## src/rtl/multicycle_ctrl.sv

```systemverilog
// multicycle_ctrl: main control FSM for the multicycle LEGv8 core (fetch/decode/execute/mem/writeback sequencing)
//   in : clk, reset (async, active-high), op = IR[31:21], zero, imem_ready, dmem_ready
//   out: imem_req, dmem_req, mem_write, ir_write, pc_write, pc_src, reg2loc, alu_src, alu_ctrl,
//        reg_write, mem_to_reg, busy, trap (sticky), retired (wrapping instruction count)
module multicycle_ctrl #(
    parameter int TIMEOUT = 16,
    parameter int CNT_W   = 32
) (
    input  logic             clk,
    input  logic             reset,
    input  logic [10:0]      op,
    input  logic             zero,
    input  logic             imem_ready,
    input  logic             dmem_ready,
    output logic             imem_req,
    output logic             dmem_req,
    output logic             mem_write,
    output logic             ir_write,
    output logic             pc_write,
    output logic             pc_src,
    output logic             reg2loc,
    output logic             alu_src,
    output logic [3:0]       alu_ctrl,
    output logic             reg_write,
    output logic             mem_to_reg,
    output logic             busy,
    output logic             trap,
    output logic [CNT_W-1:0] retired
);
    localparam int WW = $clog2(TIMEOUT + 1);
    localparam logic [3:0] IDLE   = 4'd0;
    localparam logic [3:0] FETCH  = 4'd1;
    localparam logic [3:0] DECODE = 4'd2;
    localparam logic [3:0] EXEC_R = 4'd3;
    localparam logic [3:0] EXEC_I = 4'd4;
    localparam logic [3:0] WB_ALU = 4'd5;
    localparam logic [3:0] ADDR   = 4'd6;
    localparam logic [3:0] MEM_RD = 4'd7;
    localparam logic [3:0] WB_MEM = 4'd8;
    localparam logic [3:0] MEM_WR = 4'd9;
    localparam logic [3:0] BRANCH = 4'd10;
    localparam logic [3:0] TRAP   = 4'd11;

    logic [3:0]    state, nxt;
    logic [WW-1:0] wcnt;
    logic          is_stur, is_cbz, wait_to, waiting, retire;
    logic [3:0]    r_ctrl;

    assign is_stur = op == 11'b11111000000;
    assign is_cbz  = op[10:3] == 8'b10110100;
    assign wait_to = wcnt == WW'(TIMEOUT - 1);
    assign waiting = state == FETCH || state == MEM_RD || state == MEM_WR;
    assign retire  = state == WB_ALU || state == WB_MEM || state == BRANCH || (state == MEM_WR && dmem_ready);
    assign r_ctrl  = op == 11'b11001011000 ? 4'b0110 :
                     op == 11'b10001010000 ? 4'b0000 :
                     op == 11'b10101010000 ? 4'b0001 : 4'b0010;

    always_comb begin
        nxt = state;
        case (state)
            IDLE:                   nxt = FETCH;
            FETCH:                  nxt = imem_ready ? DECODE : wait_to ? TRAP : FETCH;
            DECODE:
                casez (op)
                    11'b11111000010,
                    11'b11111000000:  nxt = ADDR;
                    11'b10110100???:  nxt = BRANCH;
                    11'b1001000100?,
                    11'b1101000100?:  nxt = EXEC_I;
                    11'b10001011000,
                    11'b11001011000,
                    11'b10001010000,
                    11'b10101010000:  nxt = EXEC_R;
                    default:          nxt = TRAP;
                endcase
            EXEC_R, EXEC_I:         nxt = WB_ALU;
            WB_ALU, WB_MEM, BRANCH: nxt = FETCH;
            ADDR:                   nxt = is_stur ? MEM_WR : MEM_RD;
            MEM_RD:                 nxt = dmem_ready ? WB_MEM : wait_to ? TRAP : MEM_RD;
            MEM_WR:                 nxt = dmem_ready ? FETCH : wait_to ? TRAP : MEM_WR;
            default:                nxt = TRAP;
        endcase
    end

    // wait counter restarts on every entry into a waiting state and counts only stalled cycles
    always_ff @(posedge clk or posedge reset) begin
        if (reset) begin
            state   <= IDLE;
            wcnt    <= '0;
            retired <= '0;
        end else begin
            state   <= nxt;
            wcnt    <= (waiting && nxt == state) ? wcnt + 1'b1 : '0;
            retired <= retired + CNT_W'(retire);
        end
    end

    assign imem_req   = state == FETCH;
    assign dmem_req   = state == MEM_RD || state == MEM_WR;
    assign mem_write  = state == MEM_WR;
    assign ir_write   = state == FETCH && imem_ready;
    assign pc_src     = state == BRANCH && zero;
    assign pc_write   = ir_write || pc_src;
    assign reg2loc    = (state == DECODE && (is_stur || is_cbz)) || (state == ADDR && is_stur) ||
                        state == MEM_WR || state == BRANCH;
    assign alu_src    = state == EXEC_I || state == ADDR;
    assign alu_ctrl   = state == EXEC_R ? r_ctrl :
                        state == EXEC_I ? (op[9] ? 4'b0110 : 4'b0010) :
                        state == ADDR   ? 4'b0010 :
                        state == BRANCH ? 4'b0111 : 4'b0000;
    assign reg_write  = state == WB_ALU || state == WB_MEM;
    assign mem_to_reg = state == WB_MEM;
    assign busy       = state != IDLE && state != TRAP;
    assign trap       = state == TRAP;
endmodule

```

## config.mk

```make
export PLATFORM = sky130hd
export DESIGN_NAME = multicycle_ctrl
export DESIGN_NICKNAME = d
export VERILOG_FILES = /design/src/rtl/multicycle_ctrl.sv
export SDC_FILE = /design/constraint.sdc
export NUM_CORES = 1
export LEC_CHECK = 0
export CELL_PAD_IN_SITES_DETAIL_PLACEMENT = 1
export CELL_PAD_IN_SITES_GLOBAL_PLACEMENT = 1
export CORE_MARGIN = 5
export CORE_UTILIZATION = 39
export DETAILED_ROUTE_END_ITERATION = 6
export GPL_TIMING_DRIVEN = 0
export PLACE_DENSITY = 0.95
export SETUP_SLACK_MARGIN = 0.1
export SLEW_MARGIN = 20
export SYNTH_ARGS = -nofsm -noshare
export SYNTH_HDL_FRONTEND = slang
export SYNTH_SLANG_ARGS = --single-unit
```

## constraint.sdc

```tcl
create_clock -name clk -period 7.9 [get_ports clk]
set_input_delay 1.58 -clock clk [delete_from_list [all_inputs] [get_ports clk]]
set_output_delay 1.58 -clock clk [all_outputs]
set_load 0.01 [all_outputs]
```

==> metrics.md <==
| Metric | Value |
|---|---|
| Max Clk Rate | `185.2 MHz` |
| Ys async rst share | `1.000` |
| Final setup violation count | `0` |
| Max Cap Violations | `0` |
| Drt first pass iters | `4` |
| Via count of the routed design | `2110` |
| Syn Area/Cell | `9.555 sq um` |
| Met1 usage | `0.2032` |
| Diodes inserted | `0` |
| CTS tree | `built` |
| Met3 Usage GRT | `0.03500` |
| Half-perimeter wire length after placement | `5.296 mm` |
| Routability Congestion | `0.8700` |
| CORE AREA | `5851 sq um` |
| PD cells | `226.0 nW/um^2` |
| Clk Latency, worst-skew pair | `300 ps` |
| Most Used Layer, Global Route | `met2` |
| Synthesis-to-finish area growth | `35.93%` |
| H-tree depth | `2` |
| First-pass GRT wire length | `11.13 mm` |
| Mapped cell area | `2312 sq um` |
| Row count | `28` |
| Fin area | `3143 sq um` |
| Ys Warns | `0` |
| Initial Util | `0.3952` |
| Clock sink total | `41` |
| Outcome | `finished, final reports clean` |
| Vias per cell | `5.438` |
| Initial antenna violation count | `0` |
| Crit path launch | `op[2]` |
| Psw | `0.2719 mW` |
| Cells after Synth | `242` |
| DRC | `0` |
| Critical path data required time | `6320 ps` |
| NumNets Final | `332` |
| Setup Crit Path Kind | `in -> out` |
| GR Overflow Total | `0` |
| Die area | `7569 sq um` |
| Iter 0 DRT Violations | `115` |
| Synthesis-stage register bit count | `41` |
| Die H | `87 um` |
| Worst hold-check path type | `reg -> reg` |
| Primary FF master, synth | `dfrtp_1` |
| Vias in the first global route | `2270` |
| CP max FO | `3` |
| WP data arrival | `3820 ps` |
| Net Sw Frac | `0.3829` |
| Final hold violation count | `0` |
| Seq/Total Area, Yosys | `0.4437` |
| Post-layout min period | `5401 ps` |
| Period Utilization, post-route | `0.6837` |
| Clock buffer depth | `2` |
| RSZ-0062 raised after global routing | `false` |
| Placed instance area | `3047 sq um` |
| Sum Neg Setup Slack | `0 ps` |
| P_int | `0.4383 mW` |
| Placed Cells | `380` |
| Layout fillers | `673` |
| Critical R2R Launch | `state[2]` |
| Syn nets | `262` |
| Crit. End Element | `output pin` |
| Flop pwr share | `0.374` |
| Hold-fix buffers, CTS | `0` |
| Combinational power share | `0.424` |
| Final setup margin | `2499 ps` |
| Buffers on Ports | `62` |
| Post-route ant nets | `0` |
| CP startpoint kind | `input port` |
| Total Routing Usage GR | `0.1838` |
| Non-filler cells, final | `388` |
| Post-CTS repair timing setup buffer count | `0` |
| Grt met2 use | `0.3651` |
| Skew final | `9.509 ps` |
| Largest net degree at the start of global routing | `37` |
| Peak VDD IR | `0.1091 mV` |
| Clock Power Share | `0.202` |
| Dpl ws | `2495 ps` |
| # IOs | `64` |
| Clock transition at path regs | `70 ps` |
| Die X | `87 um` |
| Pwr Total | `0.7102 mW` |
| Avg WL per Cell | `17.18 um` |
| Distinct cells, synth | `47` |
| Total Routed Length | `6.665 mm` |
| R2R Setup Slk | `4600 ps` |
| Clock Tree Root | `clkbuf_8` |
| Worst Hold Launch | `wcnt[0]` |
| # resized after CTS | `0` |
| Slew Limit Fails | `0` |
| Layout cells sized above 1 | `0.07987` |
| Cts bufs inserted | `5` |
| Lkg Pwr | `1.339 nW` |
| Post-synth EDFFs | `0` |
## cell usage in the layout, fill, tap and decap left out, types with 3 or more instances in the layout
| cell type | synthesis | routed |
|---|---|---|
| clkbuf_1 | 7 | 7 |
| and2_1 | 3 | 3 |
| nand2b_1 | 3 | 3 |
| a21oi_1 | 6 | 6 |
| and3_1 | 6 | 6 |
| clkbuf_8 | 0 | 6 |
| clkdlybuf4s50_1 | 0 | 62 |
| o21ai_0 | 7 | 7 |
| nand4_2 | 3 | 3 |
| nand4_1 | 7 | 7 |
| xnor2_1 | 21 | 21 |
| nor2b_1 | 7 | 7 |
| a31oi_1 | 4 | 4 |
| nand2_1 | 25 | 25 |
| ha_1 | 4 | 4 |
| nand3_1 | 16 | 16 |
| nor2_1 | 23 | 23 |
| inv_1 | 6 | 5 |
| nor3_1 | 7 | 7 |
| xor2_1 | 10 | 10 |
| dfrtp_1 | 41 | 41 |
## layout make-up
cell class | count | area (sq um) | area share
Buffer | 10 | 56.30 | 0.01791
Clock buffer | 6 | 82.58 | 0.02627
Clock inverter | 2 | 13.76 | 0.004379
Inverter | 6 | 22.52 | 0.007166
Multi-Input combinational cell | 185 | 1207 | 0.3842
Sequential cell | 41 | 1026 | 0.3264
Tap cell | 75 | 93.84 | 0.02986
Timing Repair Buffer | 63 | 640.6 | 0.2038
## cell usage after synthesis, drive strengths merged, types with 4 or more instances
cell type	n	share of area
a21oi	6	0.013
a31oi	4	0.011
and3	6	0.016
clkbuf	7	0.011
dfrtp	41	0.44
ha	4	0.022
inv	6	0.0097
nand2	25	0.041
nand3	18	0.043
nand4	10	0.035
nor2	23	0.037
nor2b	7	0.019
nor3	7	0.015
nor4	4	0.020
o21ai	7	0.015
xnor2	21	0.080
xor2	11	0.045
## critical path, stage by stage
cell,delay (ps)
clkdlybuf4s50_1,450
nor4b_2,360
nand3b_1,170
nor4_1,450
nand4_1,140
o21ai_0,100
clkdlybuf4s50_1,560
## layer usage
layer  vias up  part of all wire
met2        64              0.56
met3         8             0.051
met1      1054              0.38
met5         -                 0
li1        984                 -
met4         0            0.0086
## power groups by stage
stage / sequential [mW] / clock [mW] / combinational (mW)
after floorplan: 0.267 / 0 / 0.159
after global placement: 0.267 / 0 / 0.283
after detailed placement: 0.269 / 0 / 0.298
after CTS: 0.265 / 0.147 / 0.301
after global routing: 0.270 / 0.157 / 0.326
final: 0.265 / 0.143 / 0.301
## cell families (layout without fill, tap and decap cells)
group                      after synthesis  count (layout)  share of synthesized area
adders and majority gates                4               4                    0.02165
AOI/OAI and AO/OA                       27              27                    0.07360
DFF                                     41              41                     0.4437
other                                    1               1                   0.001622
xor gates and xnor gates                32              32                     0.1245
buffers and inverters                   16              87                    0.03409
and+or+nand+nor                        121             121                     0.3009
## path summary, 6_finish.rpt
kind	endpoint	cells past startpoint
setup / recovery	alu_ctrl[0]	7
hold / removal	wcnt[0]	1
setup reg to reg	retired[28]	12
hold reg to reg	wcnt[0]	1
max in group asynchronous	wcnt[3]	3
min in group asynchronous	retired[30]	2
## metrics by stage
stage | hold WS (ps) | utilization
3_3_place_gp | 446.1 | 0.5173
4_1_cts | 479.1 | 0.5372
5_1_grt | 488.6 | 0.5372
3_5_place_dp | 468.3 | 0.5207
6_report | 469.7 | 0.5372
2_1_floorplan | 432.9 | -
## registers in the layout, indices dropped and copies added (netlist names)
| name | count |
|---|---|
| retired | 32 |
| state | 4 |
| wcnt | 5 |
(Power assumes the default switching activity.)
